<file path="src/rtl/i2c_master_wr.sv">
// i2c_master_wr -- write-only I2C bus master.
//
// One command writes a single address byte ({addr, 0}) followed by a stream
// of data bytes, all MSB first. Each bit is four quarters of CLK_DIV clocks:
// SCL is low for Q0/Q1 and released for Q2/Q3, and SDA changes at the start
// of Q0. A NACK from the slave ends the transfer with a STOP.
//
// Ports:
//   clk, rst                  clock (rising edge), asynchronous active-high reset
//   cmd_valid_i/cmd_ready_o   start request; accepted only while idle
//   cmd_addr_i[6:0]           7-bit slave address, latched on acceptance
//   tx_valid_i/tx_ready_o     data byte handshake (ready pulses once per byte)
//   tx_data_i[7:0], tx_last_i byte to send and final-byte flag
//   scl_i, sda_i              sensed bus levels
//   scl_o, sda_o              open-drain drive (0 = pull low, 1 = release)
//   busy_o                    high whenever not idle
//   done_o                    one-cycle pulse when the transfer has ended
//   nack_o                    sticky NACK flag, cleared by the next command
//
// Optional build macro I2C_MASTER_CLK_STRETCH_EN: when defined, the Q2 quarter
// counter freezes while a slave holds SCL low (clock stretching). When not
// defined, scl_i is ignored and bit timing is free-running.
module i2c_master_wr #(
  parameter int CLK_DIV = 4
) (
  input  logic       clk,
  input  logic       rst,
  input  logic       cmd_valid_i,
  output logic       cmd_ready_o,
  input  logic [6:0] cmd_addr_i,
  input  logic       tx_valid_i,
  input  logic [7:0] tx_data_i,
  input  logic       tx_last_i,
  output logic       tx_ready_o,
  input  logic       scl_i,
  input  logic       sda_i,
  output logic       scl_o,
  output logic       sda_o,
  output logic       busy_o,
  output logic       done_o,
  output logic       nack_o
);

  localparam logic [9:0] QMAX = 10'(CLK_DIV - 1);

  typedef enum logic [2:0] {
    S_IDLE, S_START, S_ADDR, S_ADDR_ACK, S_DATA_WAIT, S_DATA, S_DATA_ACK, S_STOP
  } state_t;

  state_t      r_state;
  state_t      w_state_next;
  logic [9:0]  r_qcnt;
  logic [1:0]  r_quarter;
  logic [2:0]  r_bit;
  logic [7:0]  r_shift;
  logic        r_last;
  logic        r_nack;
  logic        r_done;

  logic w_timed, w_bit_state, w_ack_state, w_shift_state;
  logic w_stretch, w_qend, w_bit_end, w_sample;

  // Quarter timing runs in every state except IDLE and DATA_WAIT.
  assign w_timed       = (r_state != S_IDLE) && (r_state != S_DATA_WAIT);
  assign w_ack_state   = (r_state == S_ADDR_ACK) || (r_state == S_DATA_ACK);
  assign w_shift_state = (r_state == S_ADDR) || (r_state == S_DATA);
  assign w_bit_state   = w_ack_state || w_shift_state;

`ifdef I2C_MASTER_CLK_STRETCH_EN
  // SCL has been released for Q2; hold the count until the line really rises.
  assign w_stretch = w_bit_state && (r_quarter == 2'd2) && !scl_i;
`else
  logic w_unused_scl;
  assign w_unused_scl = scl_i;
  assign w_stretch    = 1'b0;
`endif

  assign w_qend    = w_timed && !w_stretch && (r_qcnt == QMAX);
  assign w_bit_end = w_qend && (r_quarter == 2'd3);
  // Ack is sampled on the last clock of Q2, i.e. mid SCL-high.
  assign w_sample  = w_ack_state && w_qend && (r_quarter == 2'd2);

  assign cmd_ready_o = (r_state == S_IDLE) && !rst;
  assign busy_o      = (r_state != S_IDLE);
  assign done_o      = r_done;
  assign nack_o      = r_nack;

  always_ff @(posedge clk or posedge rst) begin
    if (rst) begin
      r_state <= S_IDLE;
    end else begin
      r_state <= w_state_next;
    end
  end

  always_ff @(posedge clk or posedge rst) begin
    if (rst) begin
      r_qcnt    <= '0;
      r_quarter <= '0;
      r_bit     <= '0;
      r_shift   <= '0;
      r_last    <= 1'b0;
      r_nack    <= 1'b0;
      r_done    <= 1'b0;
    end else begin
      r_done <= (r_state == S_STOP) && w_bit_end;

      if (!w_timed) begin
        r_qcnt    <= '0;
        r_quarter <= '0;
      end else if (w_qend) begin
        r_qcnt    <= '0;
        r_quarter <= r_quarter + 2'd1;
      end else if (!w_stretch) begin
        r_qcnt <= r_qcnt + 10'd1;
      end

      if ((r_state == S_IDLE) && cmd_valid_i) begin
        r_shift <= {cmd_addr_i, 1'b0};
        r_bit   <= '0;
        r_nack  <= 1'b0;
      end else if ((r_state == S_DATA_WAIT) && tx_valid_i) begin
        r_shift <= tx_data_i;
        r_last  <= tx_last_i;
        r_bit   <= '0;
      end else if (w_shift_state && w_bit_end) begin
        r_shift <= {r_shift[6:0], 1'b0};
        r_bit   <= r_bit + 3'd1;
      end

      if (w_sample && sda_i) begin
        r_nack <= 1'b1;
      end
    end
  end

  always_comb begin
    w_state_next = r_state;
    scl_o        = 1'b1;
    sda_o        = 1'b1;
    tx_ready_o   = 1'b0;
    case (r_state)
      S_IDLE: begin
        if (cmd_valid_i) w_state_next = S_START;
      end
      S_START: begin
        // SDA falls halfway through a fully released SCL period.
        sda_o = !r_quarter[1];
        if (w_bit_end) w_state_next = S_ADDR;
      end
      S_ADDR: begin
        scl_o = r_quarter[1];
        sda_o = r_shift[7];
        if (w_bit_end && (r_bit == 3'd7)) w_state_next = S_ADDR_ACK;
      end
      S_ADDR_ACK: begin
        scl_o = r_quarter[1];
        if (w_bit_end) w_state_next = r_nack ? S_STOP : S_DATA_WAIT;
      end
      S_DATA_WAIT: begin
        // Park the bus with both lines low until the next byte arrives.
        scl_o      = 1'b0;
        sda_o      = 1'b0;
        tx_ready_o = tx_valid_i;
        if (tx_valid_i) w_state_next = S_DATA;
      end
      S_DATA: begin
        scl_o = r_quarter[1];
        sda_o = r_shift[7];
        if (w_bit_end && (r_bit == 3'd7)) w_state_next = S_DATA_ACK;
      end
      S_DATA_ACK: begin
        scl_o = r_quarter[1];
        if (w_bit_end) w_state_next = (r_nack || r_last) ? S_STOP : S_DATA_WAIT;
      end
      S_STOP: begin
        // Q0 both low, Q1 SCL up, Q2/Q3 SDA up while SCL is high.
        scl_o = (r_quarter != 2'd0);
        sda_o = r_quarter[1];
        if (w_bit_end) w_state_next = S_IDLE;
      end
      default: w_state_next = S_IDLE;
    endcase
  end

endmodule

</file>
<file path="config.mk">
export PLATFORM = sky130hd
export DESIGN_NAME = i2c_master_wr
export DESIGN_NICKNAME = d
export VERILOG_FILES = /design/src/rtl/i2c_master_wr.sv
export SDC_FILE = /design/constraint.sdc
export NUM_CORES = 1
export LEC_CHECK = 0
export BUFFER_PORTS_ARGS = -buffer_cell sky130_fd_sc_hd__buf_2
export CORE_ASPECT_RATIO = 1.5
export CORE_MARGIN = 2
export CORE_UTILIZATION = 35
export CTS_BUF_LIST = sky130_fd_sc_hd__clkbuf_8
export DETAILED_ROUTE_END_ITERATION = 6
export SETUP_SLACK_MARGIN = 0.1
export SYNTH_ARGS = -nofsm -noshare
export SYNTH_HDL_FRONTEND = slang
export SYNTH_SLANG_ARGS = --single-unit
</file>
<file path="constraint.sdc">
create_clock -name clk -period 3.55 [get_ports clk]
set_clock_uncertainty 0.15 [all_clocks]
set_input_delay 0.71 -clock clk [delete_from_list [all_inputs] [get_ports clk]]
set_output_delay 0.71 -clock clk [all_outputs]
set_load 0.05 [all_outputs]
</file>
# After elaboration in Yosys (flattened, before gate mapping)

Cells that the tools add are included.

$add $sub $neg: 3
Equal/unequal tests: 21
Mux-type cells: 26
Bitwise operators: 1
Reductions and logical operators: 26

Operator list:

| operator                                                               | count |
|---|---|
| 3-bit 2-to-1 mux                                                       | 11 |
| 8-bit 2-to-1 mux                                                       | 3 |
| 3-bit one-hot mux with 8 select lines                                  | 1 |
| 10-bit 2-to-1 mux                                                      | 2 |
| 3-bit equality test, second input constant                             | 5 |
| 1-bit logical AND                                                      | 12 |
| 2-bit != test, second input constant                                   | 6 |
| 10-bit by 1-bit adder with 10-bit output, second input constant        | 1 |
| 10-bit by 2-bit equality test with 1-bit output, second input constant | 1 |
| 2-bit 2-to-1 mux                                                       | 4 |
| 8-bit AND reduction                                                    | 1 |
| 3-bit by 2-bit equality test with 1-bit output, second input constant  | 2 |
| 2-bit by 1-bit != test with 1-bit output, second input constant        | 3 |
| 3-bit nonzero test                                                     | 2 |
| 2-bit equality test, second input constant                             | 2 |
| 1-bit one-hot mux with 4 select lines                                  | 1 |
| 2-bit nonzero test                                                     | 2 |
| 4-bit OR reduction                                                     | 1 |
| 3-bit by 1-bit adder with 3-bit output, second input constant          | 1 |
| 3-bit by 1-bit equality test with 1-bit output, second input constant  | 1 |
| 3-bit zero test                                                        | 1 |
| 1-bit logical OR                                                       | 3 |
| 1-bit 2-to-1 mux                                                       | 3 |
| 3-bit != test, second input constant                                   | 1 |
| 6 further kinds                                                        | 7 |

Bits in registers: 29
Bits of input ports: 22
Output and inout port bits: 7
Word-level logic and storage cells: 85

# Logic depth before layout (Yosys ltp)

Depth in word-level cells: 8
Depth in mapped cells: 6
Depth with buffers taken out: 6

# Worst setup path before layout

No wires, ideal clock.

Path type: flip-flop to output port
From: register r_state[2]
To: output sda_o
Arrival time: 2.194 ns
Required time: 2.690 ns
Setup slack: 0.496 ns
Cell stages (with the launch flop): 5
Buffers on the path: 2
Cells stage by stage: dfrtp_1 buf_2 buf_1 o21ai_0 a221oi_1

Cells in the longest elaborated chain, start to end: 3
Elaborated cells between the ends (all ways): 7
Classes of those cells: eq/ne (5); mux (1); reduce/logical (1)

RTL lines:

| what                                                                                         | RTL line | RTL |
|---|---|---|
| start, declared                                                                              | 50       | `state_t r_state;` |
| start signal, assigned                                                                       | 92       | `r_state <= w_state_next;` |
| 3-bit by 2-bit equality test with 1-bit output / 3-bit equality test (equally long branches) | 142      | `case (r_state)` |
| 2-bit OR reduction (no source line)                                                          | -        |  |
| 1-bit one-hot mux with 4 select lines (*)                                                    | 142      |  |
| end, declared                                                                                | 38       | `output logic sda_o,` |

Every way passes the cells marked *; elsewhere a longest branch is shown, timed or not.

# Final worst setup path

From: register r_state[1]
To: output sda_o

Same word-level chain as after synthesis.

==> impl_metrics.csv <==
group,metric,value,unit
routing,postRouteAntennaNets,0,
power_and_ir_drop,switchingPower,539,µW
worst_setup_path,slowest_delay,830,ps
power_and_ir_drop,internal-power,877,µW
cells_and_area,fin_util,43.1,%
clocking,h-tree-depth,2,
sta,min_period_over_period,83.7,%
power_and_ir_drop,p_leak,0.000904,µW
placed_design,place_congestion,0.761,
clocking,path_clk_slew,70,ps
power_and_ir_drop,switching_share,38.1,%
routing,wl_met1,1420,µm
worst_setup_path,start_kind,"flop",
yosys,ys_seq_area_share,41.5,%
cells_and_area,drive_gt1_share,26.5,%
grt,grt_start_max_net_pins,30,
yosys,syn_nets,202,
placed_design,place_area,0.00196,mm²
yosys,synth.top_cells.by_area,"dfrtp_1 (42%), mux2i_1 (5.2%), mux2_4 (5.2%), nor2_1 (4.5%), ha_1 (4.3%)",
cells_and_area,syn_to_final_growth,18.5,%
worst_setup_path,critPathRequiredTime,2690,ps
power_and_ir_drop,p_clk_share,24.9,%
placed_design,hpwl,2450,µm
worst_setup_path,arrival,2110,ps
status,status,"finished clean",
sta,period_needed,2970,ps
power_and_ir_drop,peakVddDrop,0.185,mV
worst_setup_path,criticalPathCategory,"reg2out",
worst_setup_path,slowest_stage,"dfrtp_1",
clocking,cts_resized,0,
routing,highest_layer,"met4",
placed_design,portBuffers,27,
die,rows,31,
sta,rsz0062_at_grt,"no",
cells_and_area,design_area,0.00207,mm²
die,initial_core_util,36.3,%
routing,wirelength,3350,µm
grt,grt_pass1_vias,1300,
routing,drt_iter0_drc,8,
clocking,clock_path_buffers,2,
worst_setup_path,end_kind,"output port",
clocking,clk-insertion-delay-late,280,ps
yosys,ys_ff_latch,29,
yosys,syn_inst,174,
worst_setup_path,critPathTopFamily,"flip-flops",
routing,post_drt_via_cell_ratio,4.83,
cells_and_area,insertedDiodeCount,0,
clocking,cts_setup_buffers,0,
worst_setup_path,cp-endpoint,"sda_o",
sta,worst_pin_slew,755,ps
yosys,synth_top_area_share,41.5,%
grt,antenna_found_initial,0,
flow_run,maxCapViolCount,0,
grt,grtUsageTotal,13.4,%
yosys,synth_area,0.00175,mm²
worst_setup_path,cp.depth,4,
worst_setup_path,worstReg2RegStart,"r_state[1]$_DFFE_PP0P_",
routing,drcViolationCount,0,
sta,finalHoldViolCount,0,
worst_setup_path,path_cells,"nor2_1 -> o21bai_1 -> a221oi_1 -> buf_2",
yosys,synth_top_cell_by_area,"dfrtp_1",
yosys,synth_cell_types,42,
worst_setup_path,crit_fanout,21,
sta,max_freq,337,MHz
routing,num_vias,1304,
sta,fin_setup_tns,0,ps
cells_and_area,nets,231,
die,io_pins,29,
power_and_ir_drop,comb_power_share,37.1,%
yosys,postSynthAreaPerCell,10.0,µm²
clocking,clock_tree.root_cell,"clkbuf_8",
worst_setup_path,r2r_slack,1280,ps
die,die_w,61.7,µm
grt,grt_first_pass_wirelength,5600,µm
die,dieArea,0.00559,mm²
power_and_ir_drop,pwr-share-seq,37.9,%
worst_setup_path,r2r_end,"r_shift[5]$_DFFE_PP0P_",
clocking,cts_tree,"done",
clocking,cts_sinks,29,
worst_setup_path,worst_r2r_path_depth,4,
die,core_area,0.00481,mm²
grt,grt_overflow,0,
routing,drt_first_pass_iters,4,
die,die-height,90.6,µm
routing,wl_met3,140,µm
worst_setup_path,crit_path_start,"r_state[1]$_DFFE_PP0P_",
clocking,cts_inserted_buffers,5,
yosys,yosysWarnings,0,
worst_setup_path,crit_buf_inv,1,
routing,dr_wl_met2,1720,µm
routing,wl_per_cell,12.4,µm
sta,setup_viol,0,
power_and_ir_drop,power_density,683,mW/mm²
sta,maxSlewHeadroom,49.6,%
clocking,postCtsHoldBufs,0,
sta,slew_viol_final,0,
hold_path,hold_path_class,"in2async",
[layout by cell type (no fill, tap or decap), types with 2 or more instances in the layout]
cell,n
dfrtp_1,29
buf_2,27
nor2_1,21
nand2_1,16
o21ai_0,15
inv_1,11
mux2i_1,9
xnor2_1,8
mux2_4,6
nand3_1,6
ha_1,6
clkbuf_8,6
nor3_1,5
xor2_1,4
nand2b_1,4
buf_4,3
nand3b_1,2
nand4_1,2
[tightest hold or removal path: cells and delay by family]
| family | cells | cell delay, ps |
|---|---|---|
| buf+inv | 3 | 470 |
[metrics by stage]
step / total power [µW] / setup WS [ps] / hold WS [ps] / std cells
floorplan: 959 / 496 / 305 / 174
global placement: 1070 / 850 / 332 / 262
detailed placement: 1070 / 866 / 339 / 262
CTS: 1440 / 543 / 349 / 270
global route: 1520 / 363 / 371 / 270
finish: 1420 / 580 / 342 / 270
[logic make-up after synthesis]
kind of cell	after synthesis	share of synthesized area [%]
compound gates	29	13.0
xor+xnor	12	6.01
fa+ha+maj	6	4.29
buf+inv	18	4.37
flops	29	41.5
mux	16	11.0
simple gates	64	19.9
[per-layer routing]
metal / track usage (%) / up-vias
li1: - / 662
met1: 14.4 / 606
met2: 23.3 / 29
met3: 3.44 / 7
met4: 5.85 / 0
met5: 0 / -
[power groups by stage]
stage | Clock [µW] | Combinational (µW) | Sequential (µW)
after detailed placement | 0 | 532 | 542
final | 353 | 526 | 537
after global placement | 0 | 529 | 541
after floorplan | 0 | 481 | 478
after global routing | 381 | 587 | 554
after CTS | 368 | 536 | 537
[worst min-delay path by stage]
stage | depth (start not counted) | to | from
after floorplan | 1 | r_qcnt[0]$_DFF_PP0_ | r_qcnt[0]$_DFF_PP0_
after global placement | 1 | r_qcnt[0]$_DFF_PP0_ | r_qcnt[0]$_DFF_PP0_
after detailed placement | 1 | r_qcnt[0]$_DFF_PP0_ | r_qcnt[0]$_DFF_PP0_
after CTS | 3 | r_state[1]$_DFFE_PP0P_ | rst
after global routing | 1 | r_shift[4]$_DFFE_PP0P_ | r_shift[4]$_DFFE_PP0P_
final | 3 | r_state[2]$_DFFE_PP0P_ | rst
[area by class of cell]
cell class                 instances  area [µm²]
timing repair buffer              30         158
inverter                          10        37.5
sequential                        29         726
fill                             494        2740
clock buffer                       6        82.6
multi-input combinational        127         952
clock inverter                     2        33.8
tap                               66        82.6
[synth_stat cells (all sizes together)]
master   number
nor2         21
a22oi         1
a21o          1
xor2          4
nor4bb        1
xnor2         8
mux2          7
o2111ai       1
nor3b         1
o21a          1
a221oi        1
nand3         6
inv          10
o221a         1
o31ai         1
nor4          2
nand4         2
clkbuf        1
o221ai        1
and3b         1
o21ba         1
nand3b        2
or3           1
buf           7
o21bai        1
dfrtp        29
o22ai         1
nor3          5
mux2i         9
ha            6
and4bb        1
o22a          1
o32a          1
nor4b         1
nand2b        4
o21ai        16
nand2        16
[registers in the layout (all words and copies together), names as in the netlist]
register	count
done_o	1
nack_o	1
r_bit	3
r_last	1
r_qcnt	10
r_quarter	2
r_shift	8
r_state	3
Note: power is estimated with default switching activity, not from simulation.
